==> src/rtl/pipeline_xy_pkg.sv <==
// Shared constants and default FIFO entry layout for the X/Y packer.
// The parity field exists only when XY_PACK_PARITY_EN is defined.
package pipeline_xy_pkg;

  localparam int unsigned PAIRS_DEFAULT = 4;
  localparam int unsigned DEPTH_DEFAULT = 4;
  localparam int unsigned WORD_W_DEFAULT  = 2 * PAIRS_DEFAULT;
  localparam int unsigned COUNT_W_DEFAULT = $clog2(PAIRS_DEFAULT) + 1;

  typedef struct packed {
    logic [WORD_W_DEFAULT-1:0]  word;
    logic [COUNT_W_DEFAULT-1:0] count;
`ifdef XY_PACK_PARITY_EN
    logic                       parity;
`endif
  } xy_entry_t;

endpackage

==> src/rtl/xy_sync_fifo.sv <==
// Single-clock FIFO with async-reset pointers and an occupancy count.
// Caller guarantees push only when not full (or popping) and pop only when non-empty.
module xy_sync_fifo
  import pipeline_xy_pkg::*;
#(
  parameter type         entry_t = xy_entry_t,
  parameter int unsigned DEPTH   = DEPTH_DEFAULT
) (
  input  logic                     clk,
  input  logic                     rst,
  input  logic                     push,
  input  logic                     pop,
  input  entry_t                   wr_entry,
  output entry_t                   rd_entry,
  output logic [$clog2(DEPTH):0]   level,
  output logic                     full
);

  localparam int unsigned AW = $clog2(DEPTH);
  localparam int unsigned LW = AW + 1;

  logic [AW-1:0] wr_ptr;
  logic [AW-1:0] rd_ptr;
  entry_t        mem [DEPTH];

  always_ff @(posedge clk or posedge rst) begin
    if (rst) begin
      wr_ptr <= '0;
      rd_ptr <= '0;
      level  <= '0;
    end else begin
      if (push) wr_ptr <= wr_ptr + 1'b1;
      if (pop)  rd_ptr <= rd_ptr + 1'b1;
      if (push && !pop)      level <= level + 1'b1;
      else if (pop && !push) level <= level - 1'b1;
    end
  end

  // At full with a simultaneous pop, wr_ptr == rd_ptr: the head is consumed
  // this edge, so overwriting its slot is safe.
  always_ff @(posedge clk) begin
    if (push) mem[wr_ptr] <= wr_entry;
  end

  assign rd_entry = mem[rd_ptr];
  assign full     = (level == LW'(DEPTH));

endmodule

==> src/rtl/pipeline_xy_packer.sv <==
// Packs qualified X/Y result pairs into words and buffers them for a valid/ready consumer.
// Optional out_parity port enabled by defining XY_PACK_PARITY_EN.
module pipeline_xy_packer
  import pipeline_xy_pkg::*;
#(
  parameter int unsigned PAIRS = PAIRS_DEFAULT,
  parameter int unsigned DEPTH = DEPTH_DEFAULT
) (
  input  logic                       clk,
  input  logic                       rst,
  input  logic                       in_valid,
  input  logic                       X,
  input  logic                       Y,
  input  logic                       flush,
  output logic                       out_valid,
  input  logic                       out_ready,
  output logic [2*PAIRS-1:0]         out_data,
  output logic [$clog2(PAIRS):0]     out_count,
  output logic [$clog2(DEPTH):0]     level,
`ifdef XY_PACK_PARITY_EN
  output logic                       out_parity,
`endif
  output logic                       overflow
);

  localparam int unsigned W  = 2 * PAIRS;
  localparam int unsigned CW = $clog2(PAIRS) + 1;
  localparam logic [CW-1:0] FULL_CNT = CW'(PAIRS);

  typedef struct packed {
    logic [W-1:0]  word;
    logic [CW-1:0] count;
`ifdef XY_PACK_PARITY_EN
    logic          parity;
`endif
  } entry_t;

  logic [W-1:0]  word_q;
  logic [W-1:0]  word_nxt;
  logic [CW-1:0] cnt_q;
  logic [CW-1:0] cnt_nxt;
  logic          push;
  logic          pop;
  logic          accept;
  logic          full;
  entry_t        wr_entry;
  entry_t        rd_entry;

  // The current pair is merged before the push decision so flush+in_valid
  // and the completing pair both land in the pushed word.
  always_comb begin
    word_nxt = word_q;
    cnt_nxt  = cnt_q;
    if (in_valid) begin
      for (int unsigned k = 0; k < PAIRS; k++) begin
        if (cnt_q == k[CW-1:0]) word_nxt[2*k +: 2] = {X, Y};
      end
      cnt_nxt = cnt_q + 1'b1;
    end
  end

  always_comb begin
    push     = (in_valid && (cnt_nxt == FULL_CNT)) || (flush && (cnt_nxt != '0));
    pop      = out_valid && out_ready;
    accept   = push && (!full || pop);
    wr_entry = '0;
    wr_entry.word  = word_nxt;
    wr_entry.count = cnt_nxt;
`ifdef XY_PACK_PARITY_EN
    wr_entry.parity = ^word_nxt;
`endif
  end

  always_ff @(posedge clk or posedge rst) begin
    if (rst) begin
      word_q <= '0;
      cnt_q  <= '0;
    end else if (push) begin
      word_q <= '0;
      cnt_q  <= '0;
    end else begin
      word_q <= word_nxt;
      cnt_q  <= cnt_nxt;
    end
  end

  always_ff @(posedge clk or posedge rst) begin
    if (rst)                  overflow <= 1'b0;
    else if (push && !accept) overflow <= 1'b1;
  end

  xy_sync_fifo #(
    .entry_t (entry_t),
    .DEPTH   (DEPTH)
  ) u_fifo (
    .clk      (clk),
    .rst      (rst),
    .push     (accept),
    .pop      (pop),
    .wr_entry (wr_entry),
    .rd_entry (rd_entry),
    .level    (level),
    .full     (full)
  );

  assign out_valid = (level != '0);
  assign out_data  = out_valid ? rd_entry.word  : '0;
  assign out_count = out_valid ? rd_entry.count : '0;
`ifdef XY_PACK_PARITY_EN
  assign out_parity = out_valid ? rd_entry.parity : 1'b0;
`endif

endmodule

==> config.mk <==
export PLATFORM = sky130hd
export DESIGN_NAME = pipeline_xy_packer
export DESIGN_NICKNAME = d
export VERILOG_FILES = /design/src/rtl/pipeline_xy_pkg.sv /design/src/rtl/xy_sync_fifo.sv /design/src/rtl/pipeline_xy_packer.sv
export SDC_FILE = /design/constraint.sdc
export NUM_CORES = 1
export LEC_CHECK = 0
export CAP_MARGIN = 10
export CORE_MARGIN = 1.5
export CORE_UTILIZATION = 57
export CTS_CLUSTER_SIZE = 30
export DETAILED_ROUTE_END_ITERATION = 8
export PLACE_DENSITY = 0.91
export REMOVE_ABC_BUFFERS = 1
export SLEW_MARGIN = 10
export SYNTH_ARGS = -nofsm -noshare
export SYNTH_HDL_FRONTEND = slang
export SYNTH_SLANG_ARGS = --single-unit
==> constraint.sdc <==
create_clock -name clk -period 3.2 [get_ports clk]
set_clock_uncertainty 0.2 [all_clocks]
set_input_delay 0.64 -clock clk [delete_from_list [all_inputs] [get_ports clk]]
set_output_delay 0.64 -clock clk [all_outputs]
set_load 0.05 [all_outputs]
==> results of run 1 <==
flip-flops by register name, summed over array words and instances, names as in the netlist:
name / count
u_fifo.wr_ptr: 2
u_fifo.mem: 44
cnt_q: 3
u_fifo.level: 3
u_fifo.rd_ptr: 2
word_q: 8
overflow: 1
per-stage QoR:
step	utilization, %	hold WS, ns	area (sq um)
after floorplan	-	0.335	2730
after global placement	64.7	0.256	3040
after detailed placement	64.7	0.256	3040
after CTS	69.1	0.271	3240
after global routing	69.1	0.312	3240
final	69.1	0.271	3240
cell usage after synthesis:
cell / instances / share of area [%]
xnor2_1: 4 / 1.3
mux4_2: 11 / 9.0
and2b_1: 2 / 0.55
clkbuf_1: 1 / 0.14
a21oi_1: 1 / 0.18
xor2_1: 3 / 0.96
a21o_1: 1 / 0.27
buf_4: 2 / 0.55
o211ai_4: 1 / 0.77
mux2_4: 1 / 0.55
ha_1: 10 / 4.6
o311ai_4: 1 / 0.96
a21oi_4: 1 / 0.59
and2_2: 1 / 0.27
and3_1: 4 / 0.91
or3_1: 1 / 0.23
nor2_1: 2 / 0.27
nand3_1: 1 / 0.18
edfxtp_1: 44 / 48
nor4b_2: 1 / 0.55
and2_1: 14 / 3.2
mux2_2: 9 / 3.7
fa_1: 1 / 0.73
inv_1: 8 / 1.1
dfrtp_1: 19 / 17
o21ai_0: 1 / 0.18
nand3b_1: 1 / 0.27
buf_2: 1 / 0.18
nor2b_1: 7 / 1.6
nand2_1: 7 / 0.96
cell type report:
| class | count | share of cell area, % |
|---|---|---|
| multi-input combinational | 86 | 27.7 |
| inverter | 8 | 0.926 |
| clock buffer | 11 | 4.05 |
| sequential | 63 | 55.4 |
| tap | 54 | 2.08 |
| clock inverter | 5 | 2.24 |
| timing repair buffer | 29 | 7.56 |
worst paths after layout:
kind | startpoint | endpoint | slack [ns] | cells past startpoint
setup / recovery | cnt_q[0]$_DFF_PP0_ | u_fifo.level[2]$_DFFE_PP0P_ | 0.27 | 11
hold / removal | overflow$_DFFE_PP0P_ | overflow$_DFFE_PP0P_ | 0.27 | 1
setup reg to reg | cnt_q[0]$_DFF_PP0_ | u_fifo.level[2]$_DFFE_PP0P_ | 0.27 | 11
hold reg to reg | overflow$_DFFE_PP0P_ | overflow$_DFFE_PP0P_ | 0.27 | 1
max in group asynchronous | rst | cnt_q[0]$_DFF_PP0_ | 1.81 | 2
min in group asynchronous | rst | u_fifo.level[0]$_DFFE_PP0P_ | 0.52 | 2
report_power, final:
part / switching, uW / internal, uW / total [uW]
sequential: 123 / 1070 / 1190
clock: 282 / 432 / 714
combinational: 849 / 550 / 1400
total: 1250 / 2050 / 3300
cell families after synthesis:
logic type | after synthesis | share of synthesized area (%)
buf+inv | 12 | 1.96
compound gates | 6 | 2.96
flops | 63 | 65.4
xor+xnor | 7 | 2.23
simple gates | 41 | 8.97
fa+ha+maj | 11 | 5.28
mux | 21 | 13.2
critical path: stages, from the launching register on:
cell and delay, ns:
dfrtp_1 0.52, inv_1 0.13, ha_1 0.35, and2b_1 0.26
o211ai_4 0.12, a21oi_4 0.17, ha_1 0.20, inv_1 0.07
fa_1 0.38, xor2_1 0.17, nor2_1 0.13, xor2_1 0.17
per-layer routing:
layer,vias up,routed length (um),global-route usage (%)
li1,660,-,-
met1,737,2090,26.5
met2,26,2560,34.1
met3,10,165,6.25
met4,0,95,11.5
met5,-,0,0
==> impl_metrics.tcl, run 1 <==
set metrics [dict create \
    setup_viol 0 \
    gp_congestion 0.838 \
    worstSkewPairLatency_ns 0.34 \
    wl_per_cell_um 19.2 \
    p_per_area_mw_per_mm2 1020 \
    yosysWarnings 0 \
    synth_cells 161 \
    worstSetupPathType "register to register" \
    cts_max_level 3 \
    io_pins 23 \
    power_uw 3300 \
    clkTransAtPathRegs_ns 0.07 \
    final_nets 215 \
    max_slew.worst_pin.slew_ns 0.733 \
    rsz0062_at_grt "false" \
    chipHeight_um 72.4 \
    hold_viol_final 0 \
    ir_drop_mv 0.512 \
    cts_inserted_buffers 9 \
    post-place-ws_ns 0.179 \
    setup_ws_ns 0.272 \
    clock.fmax_ghz 0.342 \
    finalSetupTns_ns 0 \
    drtPass1Iterations 4 \
    cts_hold_buf 0 \
    cp_max_fo 7 \
    cts_tree "done" \
    vias_per_cell 5.60 \
    die_w_um 72.4 \
    drcViolationCount 0 \
    slew_violations 0 \
    core_sq_mm 0.00469 \
    vias 1433 \
    required_ns 3.26 \
    p_leak_uw 0.00129 \
    cts.sinks 63 \
    synth_cell_types 30 \
    grtUsageTotal_pct 21.3 \
    start_util_pct 58.6 \
    syn_area_per_cell_sq_um 17.1 \
    drive_above_1_share_pct 27.7 \
    grt_max_degree 20 \
    relSlewSlack_pct 51.1 \
    port_buffers 22 \
    place_hpwl_um 3300 \
    cts_setup_buffers 0 \
    start_kind "register" \
    n_antenna_cell 0 \
    rows 25 \
    outcome "finished clean" \
    antenna_found_initial 0 \
    grt_first_pass_wirelength_um 7770 \
    area_delta_synth_final_pct 17.9 \
    worstPathArrival_ns 2.99 \
    filler_cell_count 300 \
    cap_violations 0 \
    hold_path_class "register to register" \
    gr-total-overflow 0 \
    ys_seq_elements 63 \
    min_period_over_period_pct 91.5 \
    clk_path_buf_depth 2 \
    drt_iter0_drc 85 \
    critPathCaptureType "register" \
    seq_area_sq_mm 0.00180 \
    stdcell_count 256 \
    grt_pass1_vias 1554 \
    seq_area_frac_synth_pct 65.4 \
    final_cell_mix "44 x edfxtp_1, 19 x dfrtp_1, 18 x buf_4" \
    placedCellCount 240 \
    multiInputGateArea_sq_um 898 \
    ant_nets 0 \
    die_area_sq_mm 0.00525 \
    netlist_area_sq_mm 0.00275 \
    final_common_cell "edfxtp_1" \
    drt_wl_total_um 4910 \
    cts-root-buf "clkbuf_8" \
    ctsResizeCount 0 \
    fin_crit_ns 2.93 \
]
Note: power is estimated with default switching activity, not from simulation.
==> run 2: changes to the inputs <==
--- a/config.mk
+++ b/config.mk
@@ -5,7 +5,6 @@
 export SDC_FILE = /design/constraint.sdc
 export NUM_CORES = 1
 export LEC_CHECK = 0
-export CAP_MARGIN = 10
 export CORE_MARGIN = 1.5
 export CORE_UTILIZATION = 57
 export CTS_CLUSTER_SIZE = 30
==> results of run 2 <==
No change in the layout: final DEF, timing and power equal those of run 1.
==> run 3: changes to the inputs <==
--- a/config.mk
+++ b/config.mk
@@ -6,10 +6,10 @@
 export NUM_CORES = 1
 export LEC_CHECK = 0
 export CORE_MARGIN = 1.5
-export CORE_UTILIZATION = 57
+export CORE_UTILIZATION = 50
 export CTS_CLUSTER_SIZE = 30
 export DETAILED_ROUTE_END_ITERATION = 8
-export PLACE_DENSITY = 0.91
+export PLACE_DENSITY = 0.82
 export REMOVE_ABC_BUFFERS = 1
 export SLEW_MARGIN = 10
 export SYNTH_ARGS = -nofsm -noshare
==> impl_metrics.tcl, run 3 (same netlist as run 1, synthesis figures left out) <==
set metrics [dict create \
    seq_area_sq_mm 0.00180 \
    setup_viol 0 \
    post-place-ws_ns 0.129 \
    largest_reg_flops 44 \
    p_per_area_mw_per_mm2 970 \
    max_slew.worst_pin.slew_ns 0.764 \
    cap_violations 0 \
    core_sq_mm 0.00520 \
    reg_top3 "u_fifo.mem x44, word_q x8" \
    drt_iter0_drc 92 \
    start_kind "register" \
    cts_tree "done" \
    drt_wl_total_um 4740 \
    fin_hold_ws_ns 0.279 \
    hold_viol_final 0 \
    cp_slowest_cell "dfrtp_1" \
    fin_crit_ns 2.98 \
    grt_first_pass_wirelength_um 7730 \
    gp_congestion 0.768 \
    slew_violations 0 \
    place_area_sq_mm 0.00307 \
    grtUsageTotal_pct 18.0 \
    final_nets 216 \
    hold_path_class "register to register" \
    worstSkewPairLatency_ns 0.33 \
    clock.fmax_ghz 0.336 \
    cts.sinks 63 \
    gr-total-overflow 0 \
    antenna_found_initial 0 \
    outcome "finished clean" \
    wl_per_cell_um 17.4 \
    cts-root-buf "clkbuf_8" \
    setup_ws_ns 0.220 \
    port_buffers 22 \
    place_hpwl_um 3330 \
    area_delta_synth_final_pct 16.9 \
    clk_path_buf_depth 2 \
    cts_setup_buffers 0 \
    grt_max_degree 20 \
    min_period_over_period_pct 93.1 \
    rows 26 \
    chipHeight_um 77.1 \
    worstSetupPathType "register to register" \
    filler_cell_count 390 \
    vias 1423 \
    vias_per_cell 5.23 \
    cts_inserted_buffers 9 \
    finalSetupTns_ns 0 \
    ctsResizeCount 0 \
    stdcell_area_sq_mm 0.00321 \
    n_antenna_cell 0 \
    placedCellCount 257 \
    final_cell_mix "44 x edfxtp_1, 19 x dfrtp_1, 19 x buf_4" \
    clkTransAtPathRegs_ns 0.06 \
    stdcell_count 272 \
    cts_max_level 3 \
    largest-register "u_fifo.mem" \
    multiInputGateArea_sq_um 898 \
    reg2reg_slack_ns 0.22 \
    critPathCaptureType "register" \
    required_ns 3.26 \
    worstPathArrival_ns 3.04 \
    ant_nets 0 \
    cp_max_fo 7 \
    p_leak_uw 0.00127 \
    die_area_sq_mm 0.00595 \
    drcViolationCount 0 \
    final_common_cell "edfxtp_1" \
    die_w_um 77.1 \
    rsz0062_at_grt "false" \
    relSlewSlack_pct 49.0 \
    cts_hold_buf 0 \
    drtPass1Iterations 4 \
    start_util_pct 52.8 \
    drive_above_1_share_pct 27.7 \
    crit_chain "inv_1, ha_1, and2b_1, o211ai_4, a21oi_4, ha_1, inv_1, fa_1, xor2_1, nor2_1, xor2_1" \
    ir_drop_mv 0.584 \
    max_stage_delay_ns 0.51 \
    io_pins 23 \
    grt_pass1_vias 1527 \
]
[run 3: layout make-up]
class | instances | area share (%)
Sequential cell | 63 | 55.9
Multi-Input combinational cell | 86 | 27.9
Timing Repair Buffer | 30 | 7.86
Clock buffer | 13 | 4.32
Tap cell | 70 | 2.72
Inverter | 8 | 0.934
Clock inverter | 2 | 0.311
[run 3: layer usage]
metal  routed length [um]  global-route usage [%]
met5                    0                       0
met3                  216                    6.90
met2                 2350                    27.8
met4                   53                    6.73
met1                 2110                    23.1
[run 3: path summary, 6_finish.rpt]
path,cells past startpoint,startpoint,endpoint
max in group asynchronous,2,rst,word_q[5]$_DFF_PP0_
worst min-delay path,1,overflow$_DFFE_PP0P_,overflow$_DFFE_PP0P_
min in group asynchronous,2,rst,u_fifo.wr_ptr[1]$_DFFE_PP0P_
worst max register to register,11,cnt_q[0]$_DFF_PP0_,u_fifo.level[2]$_DFFE_PP0P_
worst min register to register,1,overflow$_DFFE_PP0P_,overflow$_DFFE_PP0P_
worst max-delay path,11,cnt_q[0]$_DFF_PP0_,u_fifo.level[2]$_DFFE_PP0P_
[run 3: critical path, delay by kind of cell, from the launching register on]
| kind | cells | cell delay, ns |
|---|---|---|
| xor gates and xnor gates | 2 | 0.33 |
| buffers and inverters | 2 | 0.18 |
| AOI/OAI and AO/OA | 2 | 0.37 |
| adders and majority gates | 3 | 0.95 |
| DFF | 1 | 0.51 |
| and+or+nand+nor | 2 | 0.37 |
[run 3: through the flow]
stage | util [%] | power [uW]
after floorplan | - | 2170
after global placement | 58.9 | 2560
after detailed placement | 58.9 | 2620
after CTS | 61.8 | 3160
after global routing | 61.8 | 3290
final | 61.8 | 3120
[run 3: report_power, final]
part	switching [uW]	internal, uW	leakage, uW	total, uW
clock network	272	275	0.0000773	547
logic	833	553	0.000538	1390
registers	118	1070	0.000660	1180
total	1220	1890	0.00127	3120
